**config.mk**
```make
export PLATFORM = sky130hd
export DESIGN_NAME = std_reg_bank
export DESIGN_NICKNAME = d
export VERILOG_FILES = /design/src/rtl/std_reg_bank.sv
export SDC_FILE = /design/constraint.sdc
export NUM_CORES = 1
export LEC_CHECK = 0
export ABC_AREA = 1
export BUFFER_PORTS_ARGS = -buffer_cell sky130_fd_sc_hd__buf_2
export CAP_MARGIN = 20
export CORE_MARGIN = 1
export CORE_UTILIZATION = 41
export CTS_CLUSTER_DIAMETER = 80
export CTS_CLUSTER_SIZE = 30
export DETAILED_ROUTE_END_ITERATION = 10
export GPL_TIMING_DRIVEN = 0
export PLACE_DENSITY = 0.61
export SYNTH_ARGS = -nofsm -noshare
export SYNTH_HDL_FRONTEND = slang
export SYNTH_SLANG_ARGS = --single-unit
```
**constraint.sdc**
```tcl
create_clock -name clk -period 2.05 [get_ports clk]
set_clock_uncertainty 0.15 [all_clocks]
set_input_delay 0.41 -clock clk [delete_from_list [all_inputs] [get_ports clk]]
set_output_delay 0.41 -clock clk [all_outputs]
set_load 0.02 [all_outputs]
```
**src/rtl/std_reg_bank.sv**
```systemverilog
// Byte-maskable register bank with one write port, one registered read port and
// valid/done/err status. Optional macro STD_REG_BANK_BYPASS_EN forwards same-address write data to the read.
module std_reg_bank #(
    parameter int WIDTH      = 32,
    parameter int DEPTH      = 8,
    parameter int ADDR_WIDTH = 3
) (
    input  logic                  clk,
    input  logic                  reset,
    input  logic                  write_en,
    input  logic [ADDR_WIDTH-1:0] write_addr,
    input  logic [WIDTH-1:0]      in,
    input  logic [WIDTH/8-1:0]    byte_en,
    input  logic                  clear,
    input  logic                  read_en,
    input  logic [ADDR_WIDTH-1:0] read_addr,
    output logic [WIDTH-1:0]      out,
    output logic                  read_done,
    output logic                  done,
    output logic                  err,
    output logic [DEPTH-1:0]      valid
);

    localparam int NBYTES   = WIDTH / 8;
    localparam bit FULL_MAP = ((1 << ADDR_WIDTH) == DEPTH);

    logic [WIDTH-1:0] mem [DEPTH];

    logic             wr_in_range_p0;
    logic             rd_in_range_p0;
    logic             wr_accept_p0;
    logic             wr_oob_p0;
    logic             rd_accept_p0;
    logic             rd_oob_p0;
    logic [WIDTH-1:0] wr_old_p0;
    logic [WIDTH-1:0] wr_merged_p0;
    logic [WIDTH-1:0] rd_entry_p0;
    logic [WIDTH-1:0] rd_data_p0;

    function automatic logic [WIDTH-1:0] merge_bytes(
        input logic [WIDTH-1:0]  old_word,
        input logic [WIDTH-1:0]  new_word,
        input logic [NBYTES-1:0] mask
    );
        logic [WIDTH-1:0] result;
        result = old_word;
        for (int i = 0; i < NBYTES; i++) begin
            if (mask[i]) begin
                result[8*i +: 8] = new_word[8*i +: 8];
            end
        end
        return result;
    endfunction

    // A fully populated address space can never be out of range.
    generate
        if (FULL_MAP) begin : g_full_map
            assign wr_in_range_p0 = 1'b1;
            assign rd_in_range_p0 = 1'b1;
        end else begin : g_partial_map
            localparam logic [ADDR_WIDTH:0] LIMIT = (ADDR_WIDTH+1)'(DEPTH);
            assign wr_in_range_p0 = ({1'b0, write_addr} < LIMIT);
            assign rd_in_range_p0 = ({1'b0, read_addr} < LIMIT);
        end
    endgenerate

    always_comb begin
        wr_accept_p0 = write_en & wr_in_range_p0 & ~clear;
        wr_oob_p0    = write_en & ~wr_in_range_p0 & ~clear;
        rd_accept_p0 = read_en & rd_in_range_p0;
        rd_oob_p0    = read_en & ~rd_in_range_p0;
    end

    always_comb begin
        wr_old_p0   = '0;
        rd_entry_p0 = '0;
        for (int k = 0; k < DEPTH; k++) begin
            if (write_addr == ADDR_WIDTH'(k)) begin
                wr_old_p0 = mem[k];
            end
            if (read_addr == ADDR_WIDTH'(k)) begin
                rd_entry_p0 = mem[k];
            end
        end
        wr_merged_p0 = merge_bytes(wr_old_p0, in, byte_en);
    end

    always_comb begin
        rd_data_p0 = rd_entry_p0;
`ifdef STD_REG_BANK_BYPASS_EN
        if (wr_accept_p0 && (write_addr == read_addr)) begin
            rd_data_p0 = wr_merged_p0;
        end
`endif
    end

    // ---- p0 -> p1: storage, read register and status pulses ----
    always_ff @(posedge clk or negedge reset) begin
        if (!reset) begin
            for (int k = 0; k < DEPTH; k++) begin
                mem[k] <= '0;
            end
            valid     <= '0;
            out       <= '0;
            done      <= 1'b0;
            read_done <= 1'b0;
            err       <= 1'b0;
        end else begin
            done      <= wr_accept_p0;
            read_done <= rd_accept_p0;
            err       <= wr_oob_p0 | rd_oob_p0;
            if (rd_accept_p0) begin
                out <= rd_data_p0;
            end
            for (int k = 0; k < DEPTH; k++) begin
                if (clear) begin
                    mem[k]   <= '0;
                    valid[k] <= 1'b0;
                end else if (wr_accept_p0 && (write_addr == ADDR_WIDTH'(k))) begin
                    mem[k]   <= wr_merged_p0;
                    valid[k] <= 1'b1;
                end
            end
        end
    end

endmodule

```
==> results of run 1 <==
[critical path: stages]
cell and delay, ps:
clkbuf_2 220, nor2_4 330, nand3_1 270, nand2_2 310
clkbuf_1 630, nand3_1 160, nand2_1 100
[registers in the layout, summed over array words and instances, names as in the netlist]
register,cells
out,32
read_done,1
mem,256
valid,8
done,1
[per-layer routing]
| metal | vias to the layer above | wire length (um) | track usage (%) |
|---|---|---|---|
| met1 | 8087 | 26800 | 43.3 |
| met3 | 171 | 7230 | 8.03 |
| met4 | 0 | 2710 | 14.1 |
| met5 | - | 0 | 0 |
| li1 | 7769 | - | - |
| met2 | 1027 | 27000 | 45.7 |
[final timing paths]
path,from,to,slack (ps),cells after the start
min in group asynchronous,reset,mem[73],320,2
max,clear,mem[60],-50,7
max in group asynchronous,reset,out[31],370,3
min,write_en,done,80,3
min reg2reg,out[17],out[17],330,2
max reg2reg,mem[223],mem[63],540,8
[metrics by stage]
| step | area, um^2 | utilization, % | TNS, ps |
|---|---|---|---|
| detailed placement | 17500 | 44.8 | -204440 |
| finish | 18500 | 47.4 | -305 |
| CTS | 18500 | 47.2 | -7.27 |
| global placement | 17500 | 44.7 | -1850880 |
| global route | 18500 | 47.4 | 0 |
| floorplan | 16400 | - | 0 |
[placed cells by master, fill, tap and decap left out, types with 4 or more instances in the layout]
master	synthesis	routed
clkbuf_1	93	35
nand4_1	130	130
clkinv_8	0	4
inv_1	170	169
or2_2	32	32
buf_2	39	123
nor3_4	4	4
clkbuf_2	0	52
buf_4	5	7
dfrtp_1	298	298
o211ai_1	31	31
nand3_1	326	326
inv_2	7	8
clkbuf_4	0	4
inv_8	0	4
nor2_1	65	64
a21oi_1	127	127
clkbuf_16	0	23
nand2_2	33	38
nand2_1	956	951
buf_1	7	6
[power by group]
group | internal (W) | switching, W
clock network | 0.00234 | 0.00278
registers | 0.00650 | 0.000475
logic | 0.000793 | 0.00203
total | 0.00964 | 0.00529
[cells by family (layout without fill, tap and decap cells)]
group           after synthesis  count (layout)
simple gates               1554            1554
buf+inv                     321             449
flops                       298             298
compound gates              159             159
other cells                   1               1
[area by class of cell]
cell class	count	area, um^2
tap	518	648
sequential	298	7460
clock buffer	24	589
clock inverter	16	260
timing repair buffer	88	510
buffer	144	692
inverter	177	664
fill	4003	20600
multi-input combinational	1714	7700
[what timing repair did]
action,in CTS,in global routing
hold buffers,2,0
cloned,0,0
endpoints found under the setup margin,238,206
buffers inserted,0,2
hold endpoints to repair,95,0
pin swaps,1,1
resized for setup,31,81
==> summary.txt, run 1 <==
Run
  – Max_cap viols: 0

Clocking
  – Clock buffer depth: 3
  – CTS Root Buffer Type: clkbuf_16
  – CTS tree: yes
  – CTS sink cnt: 298
  – Num CTS Buffers: 22
  – Clk slew on worst S/H paths: 110 ps
  – H-tree levels: 1
  – Clock Latency Late Sink: about 580 ps

Synthesis
  – Largest family of logic cells by synthesized area: simple AND/OR/NAND/NOR gates
  – Cell variety after synth: 24
  – Sequential element share of the synthesized area: between 40% and 50%
  – Post-synthesis mux area share: 0%
  – Asr flop ratio synth: 100%
  – Post-synth top cells: nand2_1, nand3_1, dfrtp_1, inv_1, nand4_1
  – Synth Area in XOR/XNOR: 0%
  – Mapped Avg Cell Area: 7.03 um^2
  – Mapped cell area: roughly 16000 um^2
  – Ys Warns: 0
  – Syn Inst Count: ~2300
  – Post-synth EDFFs: 0
  – Most frequent cell after synthesis: nand2_1
  – Mapped Nets: between 2000 and 2500
  – Post-Synth Adder-Cell Area: 0%
  – Synth Area in Simple Gates: 41.5%
  – Post-synthesis register bit count: between 200 and 300
  – Post-synth top area cell: dfrtp_1
  – Top cell type's share of synthesized area: between 40% and 50%
  – Compound-Gate Fraction of Synth Area: approximately 5.3%
  – Synth Flop Type: dfrtp_1
  – Synth top area cells: dfrtp_1, nand2_1, nand3_1, nand4_1, inv_1

Floorplanning
  – Initial core utilization: 42.0%
  – Die H: about 200 um
  – Die Area: 40800 um^2
  – Io pins: 90
  – Placeable Area: just under 40000 um^2
  – Die W: about 200 um
  – Rows: 72

STA
  – Hold Vio Cnt, Final: 0
  – Final worst-path setup slack: -54.6 ps
  – Slew headroom: a little under a third
  – Final period utilization: 103%
  – Worst slew pin tran: around 1000 ps
  – Slew Limit Fails: 0
  – Fmax achieved: around 480 MHz
  – Fin crit period: around 2100 ps
  – Hold slack: roughly 76 ps
  – Setup-failing EPs final: 10
  – RSZ-0062 raised after global routing: false

Cells and area
  – Post-layout nets: ~2500
  – Non-filler instance count after layout: between 2000 and 3000
  – Diodes inserted: 0
  – Fraction of layout cells with a size suffix above 1: approximately an eighth
  – Area Growth Syn to Fin: 12.9%

GRT
  – Largest net degree at the start of global routing: between 100 and 150
  – GRT Util Overall: 31.2%
  – Grt ovf: 0
  – Vias in the first global route: ~16000
  – Initial antenna violation count: 0
  – First-pass GRT wire length: around 97000 um

Power and ir drop
  – Total Power: roughly 0.015 W
  – Maximum vdd drop: around 560 uV
  – Pwr dens: between 800 and 900 nW/um^2
  – Leakage: 9.71 nW

Routing
  – Initial drt markers: ~2100
  – Post-route DRC: 0
  – Routed len/inst: around 21 um
  – Via/cell ratio: around 5.7
  – Final ANT Viol Nets: 0
  – Final WL: about 64000 um
  – DR vias: 17100
  – Drt first pass iters: 6

Critical path
  – Critical path launch point type: primary input
  – Crit Path Max Fanout: 10
  – Worst Path Required: between 2000 and 2500 ps
  – CP endpoint kind: flop
  – Critical path class: in2reg
  – Crit path DAT: ~2500 ps

Placement
  – Placed cell count: 2935
  – Hpwl dp: about 42000 um
  – I/O Buffers: 82
  – Final GP Congestion: around 0.94
  – Dpl ws: -1060 ps

Run status
  – Failing checks: setup timing
  – Outcome: finished, violations left

Min path
  – Worst Hold Class: in2reg
Note: power is estimated with default switching activity, not from simulation.
==> run 2: changes to the inputs <==
--- a/config.mk
+++ b/config.mk
@@ -6,15 +6,15 @@
 export NUM_CORES = 1
 export LEC_CHECK = 0
 export ABC_AREA = 1
-export BUFFER_PORTS_ARGS = -buffer_cell sky130_fd_sc_hd__buf_2
 export CAP_MARGIN = 20
 export CORE_MARGIN = 1
 export CORE_UTILIZATION = 41
 export CTS_CLUSTER_DIAMETER = 80
 export CTS_CLUSTER_SIZE = 30
 export DETAILED_ROUTE_END_ITERATION = 10
+export DONT_BUFFER_PORTS = 1
 export GPL_TIMING_DRIVEN = 0
-export PLACE_DENSITY = 0.61
+export PLACE_DENSITY = 0.59
 export SYNTH_ARGS = -nofsm -noshare
 export SYNTH_HDL_FRONTEND = slang
 export SYNTH_SLANG_ARGS = --single-unit
==> constraint.sdc (replaced) <==
create_clock -name clk -period 2.1 [get_ports clk]
set_clock_uncertainty 0.15 [all_clocks]
set_input_delay 0.42 -clock clk [delete_from_list [all_inputs] [get_ports clk]]
set_output_delay 0.42 -clock clk [all_outputs]
set_load 0.02 [all_outputs]
==> summary.txt, run 2 (synthesized netlist as in run 1, its figures left out) <==
Critical path
  – Crit path DAT: 2400 ps (-50 ps)
  – CP top delay family: buffers and inverters
  – Max stage delay on crit path: 710 ps (+80 ps)
  – Worst Path Required: 2410 ps (about the same)
  – Critical Path Most Common Cell: nand2_1
  – Crit path buf inv count: 3 (+1)
  – CP cell instances: buf_2 -> inv_1 -> nor3_4 -> clkbuf_1 -> a21oi_1 -> nand2_1 -> nand2_1
  – Worst r2r path cells: 8 (unchanged)
  – CP endpoint kind: flop
  – Crit Path Max Fanout: 10 (unchanged)
  – CP Depth: 7 (unchanged)
  – Critical path class: in2reg
  – CP max-delay cell: clkbuf_1
  – Critical path launch point type: primary input

STA
  – Slew Limit Fails: 0 (unchanged)
  – Final period utilization: 99.6%
  – Setup-failing EPs final: 0 (-10)
  – RSZ-0062 raised after global routing: true
  – Hold slack: -594 ps (-671 ps)
  – Slew headroom: 31.7% (-0.20 points)
  – Worst slew pin tran: 1020 ps (+2.98 ps)
  – Fin crit period: about 2100 ps
  – Hold Vio Cnt, Final: 298 (+298)
  – Fmax achieved: between 400 and 500 MHz
  – TNS Setup: 0 ps (+305 ps)

Floorplanning
  – Placeable Area: 39100 um^2 (unchanged)
  – Die W: 202 um (unchanged)
  – Die H: 202 um (unchanged)
  – Rows: 72 (unchanged)
  – Die Area: 40800 um^2 (unchanged)
  – Initial core utilization: 42.0% (unchanged)
  – Io pins: 90 (unchanged)

Min path
  – Worst Hold Class: in2async

GRT
  – GRT Util Overall: 31.7% (+0.43 points)
  – Largest net degree at the start of global routing: 299 (+190%)
  – First-pass GRT wire length: 97900 um (+0.77%)
  – Grt ovf: 0 (unchanged)
  – Vias in the first global route: 16200 (+1.1%)
  – Initial antenna violation count: 0 (unchanged)

Cells and area
  – Area Growth Syn to Fin: 9.64%
  – Most frequent cells in the layout: nand2_1, nand3_1, dfrtp_1
  – Most common cell after layout, fill and taps aside: nand2_1
  – Diodes inserted: 0 (unchanged)
  – Post-layout nets: 2410 (-3.3%)
  – Max reg flops: 256 (unchanged)
  – Largest regs: mem x256, out x32, valid x8
  – Biggest register: mem
  – Fraction of layout cells with a size suffix above 1: 9.04% (-3.8 points)
  – Fillers: 4101 (+2.4%)

Power and ir drop
  – Pwr dens: 793 nW/um^2 (-1.6%)
  – Total Power: 0.0143 W (-4.4%)
  – Leakage: 9.26 nW (-4.7%)
  – Maximum vdd drop: 617 uV (+9.7%)

Clocking
  – H-tree levels: 1 (unchanged)
  – Clock buffer depth: 3 (unchanged)
  – CTS Root Buffer Type: clkbuf_16
  – CTS tree: yes
  – Clock Latency Late Sink: 580 ps (about the same)
  – Num CTS Buffers: 23 (+4.5%)
  – CTS sink cnt: 298 (unchanged)
  – Post-cts hold buffer count: 5 (+3)
  – Clk slew on worst S/H paths: 80 ps (-30 ps)

Run
  – Max_cap viols: 0 (unchanged)

Routing
  – Routed len/inst: 22.1 um (+3.1%)
  – Initial drt markers: 1892 (-9.6%)
  – Post-route DRC: 0 (unchanged)
  – Via/cell ratio: 5.74 (+0.21%)
  – Final ANT Viol Nets: 0 (unchanged)
  – Final WL: 63900 um (+0.25%)
  – Drt first pass iters: 6 (unchanged)
  – DR vias: 16600 (-2.6%)

Placement
  – Final GP Congestion: 0.942 (+0.17%)
  – I/O Buffers: 0 (-100%)
  – Hpwl dp: 41500 um (-0.52%)

Run status
  – Outcome: finished, violations left
  – Failing checks: hold timing
[run 2: final cells by class]
| class | count | area [um^2] | area share, % |
|---|---|---|---|
| clock buffers | 26 | 607 | 3.37 |
| well taps | 518 | 648 | 3.60 |
| clock inverters | 14 | 195 | 1.08 |
| plain buffers | 144 | 666 | 3.70 |
| repair buffers | 5 | 50.0 | 0.278 |
| multi-input cells | 1714 | 7710 | 42.8 |
| inverters | 177 | 664 | 3.69 |
| flip-flops and latches | 298 | 7460 | 41.4 |
[run 2: repair_timing]
item                                    4_1_cts  5_1_grt
gates cloned                                  0        0
endpoints found under the hold margin       304      298
endpoints found under the setup margin      245      150
buffers inserted                              0        0
resized for setup                            20       60
[run 2: report_power, final]
part | switching, W | internal (W)
sequential | 0.000603 | 0.00635
combinational | 0.00168 | 0.000667
clock | 0.00253 | 0.00244
total | 0.00482 | 0.00945
[run 2: worst paths after layout]
| check | start | to | slack, ps |
|---|---|---|---|
| max | read_addr[2] | out[31] | 8 |
| min | reset | mem[9] | -590 |
| max reg2reg | mem[249] | mem[185] | 600 |
| min reg2reg | mem[174] | mem[174] | 340 |
| max in group asynchronous | reset | out[23] | 1580 |
| min in group clk | read_en | out[1] | 100 |
[run 2: metal layers]
metal / global-route usage, % / vias to the layer above / wire (um)
met5: 0 / - / 0
met4: 14.1 / 0 / 3130
met3: 8.14 / 191 / 6860
met2: 47.2 / 942 / 27100
met1: 43.2 / 7882 / 26800
li1: - / 7599 / -
[run 2: per-stage QoR]
stage	worst slack, ps	cell area, um^2	utilization, %	instances
finish	8.01	18000	46.0	2896
floorplan	314	16400	-	2333
CTS	-5.22	17900	45.9	2896
global route	-0.977	18000	46.0	2896
global placement	-1140	17100	43.6	2851
detailed placement	-1140	17100	43.6	2851
